`config.mk`:
```
export PLATFORM = sky130hd
export DESIGN_NAME = load_store_unit
export DESIGN_NICKNAME = d
export VERILOG_FILES = /design/src/rtl/load_store_unit_pkg.sv /design/src/rtl/lsu_timeout_counter.sv /design/src/rtl/load_store_unit.sv
export SDC_FILE = /design/constraint.sdc
export NUM_CORES = 1
export LEC_CHECK = 0
export ABC_CLOCK_PERIOD_IN_PS = 1600
export BUFFER_PORTS_ARGS = -buffer_cell sky130_fd_sc_hd__buf_2
export CAP_MARGIN = 20
export CORE_ASPECT_RATIO = 0.75
export CORE_UTILIZATION = 30
export CTS_CLUSTER_DIAMETER = 30
export DETAILED_ROUTE_END_ITERATION = 12
export GPL_ROUTABILITY_DRIVEN = 0
export PLACE_DENSITY_LB_ADDON = 0.2
export SLEW_MARGIN = 20
export SYNTH_ARGS = -nofsm -noshare
export SYNTH_HDL_FRONTEND = slang
export SYNTH_SLANG_ARGS = --single-unit
```
`constraint.sdc`:
```
create_clock -name clock -period 1.6 [get_ports clock]
set_input_delay 0.24 -clock clock [delete_from_list [all_inputs] [get_ports clock]]
set_output_delay 0.24 -clock clock [all_outputs]
set_load 0.005 [all_outputs]
```
`src/rtl/load_store_unit_pkg.sv`:
```
// rtl/load_store_unit_pkg.sv - shared state encoding, operation classes and defaults for the load/store unit
package load_store_unit_pkg;

    typedef enum logic [1:0] {
        ST_IDLE  = 2'd0,
        ST_ISSUE = 2'd1,
        ST_RESP  = 2'd2
    } lsu_state_e;

    typedef enum logic [1:0] {
        OP_LOAD    = 2'd0,
        OP_STORE   = 2'd1,
        OP_BYPASS  = 2'd2,
        OP_ILLEGAL = 2'd3
    } lsu_op_e;

    localparam logic [31:0] LSU_FAULT_DATA_DEFAULT = 32'hDEAD_BEEF;

    function automatic lsu_op_e lsu_classify(input logic mem_read, input logic mem_write);
        lsu_op_e op;
        case ({mem_read, mem_write})
            2'b10:   op = OP_LOAD;
            2'b01:   op = OP_STORE;
            2'b00:   op = OP_BYPASS;
            default: op = OP_ILLEGAL;
        endcase
        return op;
    endfunction

endpackage

```
`src/rtl/lsu_timeout_counter.sv`:
```
// rtl/lsu_timeout_counter.sv - ISSUE-cycle watchdog, instantiated by the top only under LSU_TIMEOUT_EN
module lsu_timeout_counter #(
    parameter int TIMEOUT_CYCLES = 8
) (
    input  logic clock,
    input  logic reset_n,
    input  logic clear,
    input  logic inc,
    output logic expired
);

    localparam int CW = $clog2(TIMEOUT_CYCLES + 1);

    logic [CW-1:0] count_q;
    logic [CW-1:0] count_d;

    always_comb begin
        count_d = count_q;
        if (clear) begin
            count_d = '0;
        end else if (inc) begin
            count_d = count_q + 1'b1;
        end
    end

    // Fires on the stalled cycle that brings the count to TIMEOUT_CYCLES, so the
    // request stays up for exactly TIMEOUT_CYCLES cycles.
    assign expired = inc && (count_q == CW'(TIMEOUT_CYCLES - 1));

    always_ff @(posedge clock or negedge reset_n) begin
        if (!reset_n) begin
            count_q <= '0;
        end else begin
            count_q <= count_d;
        end
    end

endmodule

```
`src/rtl/load_store_unit.sv`:
```
// rtl/load_store_unit.sv - single-outstanding load/store unit; optional ISSUE timeout under LSU_TIMEOUT_EN
module load_store_unit
    import load_store_unit_pkg::*;
#(
    parameter int          TIMEOUT_CYCLES = 8,
    parameter logic [31:0] FAULT_DATA     = LSU_FAULT_DATA_DEFAULT
) (
    input  logic        clock,
    input  logic        reset_n,
    input  logic        exValid,
    input  logic        exMemRead,
    input  logic        exMemWrite,
    input  logic        exMemToReg,
    input  logic [31:0] exAddress,
    input  logic [31:0] exWriteData,
    input  logic [4:0]  exDestReg,
    output logic        lsuReady,
    output logic        cacheReq,
    output logic        memRead,
    output logic        memWrite,
    output logic        memToReg,
    output logic [31:0] address,
    output logic [31:0] writeData,
    input  logic        cacheAck,
    input  logic [31:0] readData,
    output logic        wbValid,
    output logic [31:0] wbData,
    output logic [4:0]  wbDestReg,
    output logic        wbRegWrite,
    output logic        wbFault
);

    lsu_state_e  state_q, state_d;
    lsu_op_e     op_q, op_d;
    logic        mem_read_q, mem_read_d;
    logic        mem_write_q, mem_write_d;
    logic        mem_to_reg_q, mem_to_reg_d;
    logic [31:0] addr_q, addr_d;
    logic [31:0] wdata_q, wdata_d;
    logic [4:0]  dest_q, dest_d;
    logic [31:0] wb_data_q, wb_data_d;
    logic        wb_reg_write_q, wb_reg_write_d;
    logic        wb_fault_q, wb_fault_d;

    logic    in_idle, in_issue, in_resp;
    logic    timeout_expired;
    lsu_op_e ex_op;
    logic    ex_misaligned;

    assign in_idle  = (state_q == ST_IDLE);
    assign in_issue = (state_q == ST_ISSUE);
    assign in_resp  = (state_q == ST_RESP);

    assign ex_op         = lsu_classify(exMemRead, exMemWrite);
    assign ex_misaligned = ((ex_op == OP_LOAD) || (ex_op == OP_STORE)) && (exAddress[1:0] != 2'b00);

`ifdef LSU_TIMEOUT_EN
    lsu_timeout_counter #(
        .TIMEOUT_CYCLES (TIMEOUT_CYCLES)
    ) u_timeout (
        .clock   (clock),
        .reset_n (reset_n),
        .clear   (!in_issue),
        .inc     (in_issue && !cacheAck),
        .expired (timeout_expired)
    );
`else
    logic [31:0] timeout_cycles_unused;
    assign timeout_cycles_unused = 32'(TIMEOUT_CYCLES);
    assign timeout_expired       = 1'b0;
`endif

    always_comb begin
        state_d        = state_q;
        op_d           = op_q;
        mem_read_d     = mem_read_q;
        mem_write_d    = mem_write_q;
        mem_to_reg_d   = mem_to_reg_q;
        addr_d         = addr_q;
        wdata_d        = wdata_q;
        dest_d         = dest_q;
        wb_data_d      = wb_data_q;
        wb_reg_write_d = wb_reg_write_q;
        wb_fault_d     = wb_fault_q;

        case (state_q)
            ST_IDLE: begin
                if (exValid) begin
                    op_d         = ex_op;
                    mem_read_d   = exMemRead;
                    mem_write_d  = exMemWrite;
                    mem_to_reg_d = exMemToReg;
                    addr_d       = exAddress;
                    wdata_d      = exWriteData;
                    dest_d       = exDestReg;
                    // Anything that never reaches the cache resolves its result right here.
                    if ((ex_op == OP_ILLEGAL) || ex_misaligned) begin
                        wb_data_d      = FAULT_DATA;
                        wb_reg_write_d = 1'b0;
                        wb_fault_d     = 1'b1;
                        state_d        = ST_RESP;
                    end else if (ex_op == OP_BYPASS) begin
                        wb_data_d      = exAddress;
                        wb_reg_write_d = exMemToReg;
                        wb_fault_d     = 1'b0;
                        state_d        = ST_RESP;
                    end else begin
                        state_d        = ST_ISSUE;
                    end
                end
            end
            ST_ISSUE: begin
                // A same-cycle ack beats the timeout.
                if (cacheAck) begin
                    wb_fault_d = 1'b0;
                    if (op_q == OP_LOAD) begin
                        wb_data_d      = readData;
                        wb_reg_write_d = mem_to_reg_q;
                    end else begin
                        wb_data_d      = wdata_q;
                        wb_reg_write_d = 1'b0;
                    end
                    state_d = ST_RESP;
                end else if (timeout_expired) begin
                    wb_data_d      = FAULT_DATA;
                    wb_reg_write_d = 1'b0;
                    wb_fault_d     = 1'b1;
                    state_d        = ST_RESP;
                end
            end
            ST_RESP: begin
                state_d = ST_IDLE;
            end
            default: begin
                state_d = ST_IDLE;
            end
        endcase
    end

    always_ff @(posedge clock or negedge reset_n) begin
        if (!reset_n) begin
            state_q        <= ST_IDLE;
            op_q           <= OP_BYPASS;
            mem_read_q     <= 1'b0;
            mem_write_q    <= 1'b0;
            mem_to_reg_q   <= 1'b0;
            addr_q         <= '0;
            wdata_q        <= '0;
            dest_q         <= '0;
            wb_data_q      <= '0;
            wb_reg_write_q <= 1'b0;
            wb_fault_q     <= 1'b0;
        end else begin
            state_q        <= state_d;
            op_q           <= op_d;
            mem_read_q     <= mem_read_d;
            mem_write_q    <= mem_write_d;
            mem_to_reg_q   <= mem_to_reg_d;
            addr_q         <= addr_d;
            wdata_q        <= wdata_d;
            dest_q         <= dest_d;
            wb_data_q      <= wb_data_d;
            wb_reg_write_q <= wb_reg_write_d;
            wb_fault_q     <= wb_fault_d;
        end
    end

    // Outputs are gated by state so the reset state alone forces them to zero.
    assign lsuReady   = in_idle;
    assign cacheReq   = in_issue;
    assign memRead    = in_issue && mem_read_q;
    assign memWrite   = in_issue && mem_write_q;
    assign memToReg   = in_issue && mem_to_reg_q;
    assign address    = in_issue ? addr_q  : 32'h0;
    assign writeData  = in_issue ? wdata_q : 32'h0;

    assign wbValid    = in_resp;
    assign wbData     = in_resp ? wb_data_q : 32'h0;
    assign wbDestReg  = in_resp ? dest_q    : 5'h0;
    assign wbRegWrite = in_resp && wb_reg_write_q;
    assign wbFault    = in_resp && wb_fault_q;

endmodule

```
==> results_tabular.tex <==
\begin{tabular}{lr}
\hline
Metric & Value \\
\hline
\multicolumn{2}{l}{\textbf{Status}} \\
Run status & finished, violations left \\
Violations in the final reports & setup timing \\
\multicolumn{2}{l}{\textbf{Critical path}} \\
Slowest library cell on the worst path & sky130\_fd\_sc\_hd\_\_dfrtp\_1 \\
Critical Path, Cell by Cell & buf\_6 -> nand2b\_4 -> clkinv\_8 -> buf\_12 -> and2\_1 -> buf\_2 \\
Setup crit end kind & primary output \\
Crit-path max FO & 35 \\
CP peak stage delay & 390 ps \\
Class of the most critical setup path & flip-flop to primary output \\
Startpoint type of the worst setup path & flip-flop \\
Required @ worst endpoint & 1360 ps \\
Critical Path AT & 1540 ps \\
\multicolumn{2}{l}{\textbf{Floorplan}} \\
Core footprint & 17800 sq um \\
Initial core utilization & 0.310 \\
Cell row count & 42 \\
Boundary pin count & 217 \\
Die H & 119 um \\
Horizontal die dimension & 159 um \\
Die Outline Area & roughly 19000 sq um \\
\multicolumn{2}{l}{\textbf{CTS}} \\
Clock buffers created by TritonCTS & 9 \\
Cell at the root of the clock tree & sky130\_fd\_sc\_hd\_\_clkbuf\_16 \\
Largest buffer count on any clock path & 2 \\
Later-pin clock latency in the skew report & 360 ps \\
H-tree lvl count & 3 \\
Post-CTS clock slew at the launch and capture registers of the worst setup and hold paths & 80 ps \\
TritonCTS clock tree & built \\
Total number of clock tree sinks & 110 \\
\multicolumn{2}{l}{\textbf{Yosys}} \\
Cell count after synthesis & between 600 and 700 \\
Post-Synth Simple-Gate Area & 0.303 \\
Number of distinct standard cells referenced by the synthesized netlist & 30 \\
Post-synth EDFFs & 0 \\
Cell types occupying the most area after synthesis & sky130\_fd\_sc\_hd\_\_dfrtp\_1 49\%, sky130\_fd\_sc\_hd\_\_nand2\_1 15\%, sky130\_fd\_sc\_hd\_\_and2\_1 12\% \\
Net count of the mapped netlist & approximately 750 \\
Post-synthesis instance area & 5520 sq um \\
Top\_reg\_cell synth & sky130\_fd\_sc\_hd\_\_dfrtp\_1 \\
Main combinational cell family by area after synthesis & simple AND/OR/NAND/NOR gates \\
Post-synthesis area per instance & 8.69 sq um \\
Share of async-settable or async-resettable flops after synthesis & 1.00 \\
Multiplexer fraction of the synthesized cell area & 0.0603 \\
Proportion of synthesized chip area in sequential cells & 0.499 \\
Compound-Gate Fraction of Synth Area & 0.0930 \\
Synth Area in Adders & 0.00680 \\
Area share of xor/xnor cells in the synthesized design & 0 \\
\#FFs+latches synth & between 100 and 150 \\
Top cell type's share of synthesized area & 0.494 \\
Synthesis warning total & 0 \\
Leading area contributor after synthesis & sky130\_fd\_sc\_hd\_\_dfrtp\_1 \\
\multicolumn{2}{l}{\textbf{Pwr}} \\
PnR Total Power & 10.2 mW \\
Maximum resistive drop on vdd & 0.541 mV \\
Power Dens Cells & between 1000 and 1500 nW/um\^{}2 \\
Reported leakage power & between 4 and 5 nW \\
\multicolumn{2}{l}{\textbf{Routing}} \\
Post-DRT Antenna Nets & 0 \\
Routed wirelength normalized by instance count & 15.7 um \\
Average via count per standard cell & about 4.5 \\
Detailed-routing iteration count for the pre-antenna-repair pass & 4 \\
Final wirelength & 17.5 mm \\
Vias after detailed routing & 4989 \\
Drt initial violations & 316 \\
Count of unresolved DRC violations after routing & 0 \\
\multicolumn{2}{l}{\textbf{Finish}} \\
Antenna cell count & 0 \\
Final \#Nets & about 980 \\
Share of final-layout standard cells stronger than drive strength 1 & 0.346 \\
Layout overhead on the synthesized area & 40.2\% \\
Post-route standard cell area excluding fillers & around 7700 sq um \\
\multicolumn{2}{l}{\textbf{Global routing}} \\
Initial antenna violation count & 0 \\
Wire length of the first global-routing pass & 26.4 mm \\
GR Util All Layers & 0.186 \\
Number of global-route vias before repair & 4671 \\
Overflow left after global routing & 0 \\
Pin count of the biggest net entering global routing & 74 \\
\multicolumn{2}{l}{\textbf{Timing}} \\
Max transition margin & 0.677 \\
Clock period minus worst slack & 1780 ps \\
Final hold violation count & 0 \\
Post-layout worst setup margin & -179 ps \\
Setup repair after global routing missed its margin & true \\
Final Slew Violations & 0 \\
Final setup violating endpoints & 138 \\
Slew at the pin closest to its max-slew limit & 485 ps \\
Part of the cycle the worst path needs & 1.11 \\
Fmax & approximately 560 MHz \\
Worst-case clock skew & 10.5 ps \\
\multicolumn{2}{l}{\textbf{Place}} \\
Half-perimeter wire length after detailed placement & 12.3 mm \\
Cell area after placement & $\sim$7000 sq um \\
Port-buffer cells & 216 \\
\multicolumn{2}{l}{\textbf{Job}} \\
Number of max-cap violations & 0 \\
\multicolumn{2}{l}{\textbf{Min path}} \\
Type of the worst min-delay path & primary input to flip-flop \\
\hline
\end{tabular}
==> per-layer routing <==
layer | routed length [um] | GRT usage | vias to the layer above
met1 | 8830 | 0.271 | 2320
met2 | 7230 | 0.260 | 147
li1 | - | - | 2508
met3 | 1210 | 0.0640 | 14
met4 | 188 | 0.0451 | 0
met5 | 0 | 0 | -
==> through the flow <==
step                      utilization  std cells  setup WS [ps]  setup TNS [ps]  hold WS, ps
after global placement          0.402       1085           -441          -13670         40.4
after detailed placement        0.402       1085           -457          -14250         37.7
after floorplan                     -        635           -178           -3650        -55.6
final                           0.434       1114           -179          -19370         68.3
after global routing            0.434       1114           -266          -30020         59.4
after CTS                       0.422       1105           -207          -21810         51.4
==> Yosys cell counts, types with 2 or more instances <==
master	n
sky130_fd_sc_hd__nand2_1	223
sky130_fd_sc_hd__dfrtp_1	109
sky130_fd_sc_hd__and2_1	107
sky130_fd_sc_hd__nor2_1	32
sky130_fd_sc_hd__mux2i_1	31
sky130_fd_sc_hd__clkbuf_1	30
sky130_fd_sc_hd__a21oi_1	24
sky130_fd_sc_hd__o22a_1	23
sky130_fd_sc_hd__buf_2	11
sky130_fd_sc_hd__o21ai_0	11
sky130_fd_sc_hd__a22o_1	7
sky130_fd_sc_hd__ha_1	3
sky130_fd_sc_hd__inv_1	3
sky130_fd_sc_hd__a221oi_1	2
sky130_fd_sc_hd__buf_6	2
sky130_fd_sc_hd__mux2_2	2
sky130_fd_sc_hd__nand3_1	2
==> area by class of cell <==
cell class	instances	area, sq um
well taps	242	303
flip-flops and latches	110	2750
multi-input cells	478	2640
clock buffers	10	229
clock inverters	6	51.3
fillers	1846	10100
repair buffers	264	1710
inverters	4	47.5
==> cell usage in the layout (no fill, tap or decap), types with 2 or more instances in the layout <==
cell type                   instances
sky130_fd_sc_hd__nand2_1          222
sky130_fd_sc_hd__buf_2            208
sky130_fd_sc_hd__dfrtp_1          109
sky130_fd_sc_hd__and2_1           103
sky130_fd_sc_hd__mux2i_1           31
sky130_fd_sc_hd__nor2_1            29
sky130_fd_sc_hd__buf_4             28
sky130_fd_sc_hd__a21oi_1           24
sky130_fd_sc_hd__o22a_1            23
sky130_fd_sc_hd__clkbuf_16         12
sky130_fd_sc_hd__o21ai_0           11
sky130_fd_sc_hd__buf_6             11
sky130_fd_sc_hd__buf_12            11
sky130_fd_sc_hd__a22o_1             7
sky130_fd_sc_hd__inv_6              5
sky130_fd_sc_hd__and2_4             4
sky130_fd_sc_hd__mux2_2             2
sky130_fd_sc_hd__a221oi_1           2
sky130_fd_sc_hd__nor2_2             2
sky130_fd_sc_hd__nand3_1            2
sky130_fd_sc_hd__buf_8              2
==> what timing repair did <==
action / 4_1_cts / 5_1_grt
setup endpoints to repair: 134 / 171
pin swaps: 1 / 0
hold endpoints to repair: 109 / 0
hold buffers: 1 / 0
buffers inserted: 2 / 7
resized for setup: 8 / 27
gates cloned: 1 / 2
==> path summary, 6_finish.rpt <==
check / cells past startpoint / to / start / slack (ps)
max in group asynchronous: 3 / wdata_q[29]$_DFFE_PN0P_ / reset_n / 740
max reg2reg: 9 / wb_data_q[11]$_DFFE_PN0P_ / state_q[0]$_DFFE_PN0P_ / -130
max: 6 / address[20] / state_q[0]$_DFFE_PN0P_ / -180
min: 3 / dest_q[1]$_DFFE_PN0P_ / exDestReg[1] / 70
min reg2reg: 2 / dest_q[2]$_DFFE_PN0P_ / dest_q[2]$_DFFE_PN0P_ / 470
min in group asynchronous: 2 / addr_q[15]$_DFFE_PN0P_ / reset_n / 220
==> cell families (layout without fill, tap and decap cells) <==
kind of cell             Yosys count  count (layout)
flip-flops                       110             110
AO/OA/AOI/OAI                     73              73
multiplexers                      33              33
AND/OR/NAND/NOR                  369             369
buffers and inverters             47             284
adder cells (fa/ha/maj)            3               3
==> report_power, final <==
| part | switching, mW | internal, mW |
|---|---|---|
| Clock | 1.12 | 1.09 |
| Sequential | 0.509 | 3.68 |
| Combinational | 1.94 | 1.89 |
| Total | 3.56 | 6.65 |
==> sequential cells by signal, summed over array words and instances, names as in the netlist <==
signal,count
mem_write_q,1
wb_reg_write_q,1
state_q,2
wdata_q,32
addr_q,32
dest_q,5
mem_to_reg_q,1
mem_read_q,1
wb_fault_q,1
wb_data_q,32
op_q,2
==> worst max-delay path: cells and delay by family, from the launching register on <==
| family | cells | cell delay [ps] |
|---|---|---|
| AND/OR/NAND/NOR | 2 | 270 |
| flip-flops | 1 | 390 |
| buffers and inverters | 4 | 510 |
No activity file was read; power rests on OpenSTA's default activity.
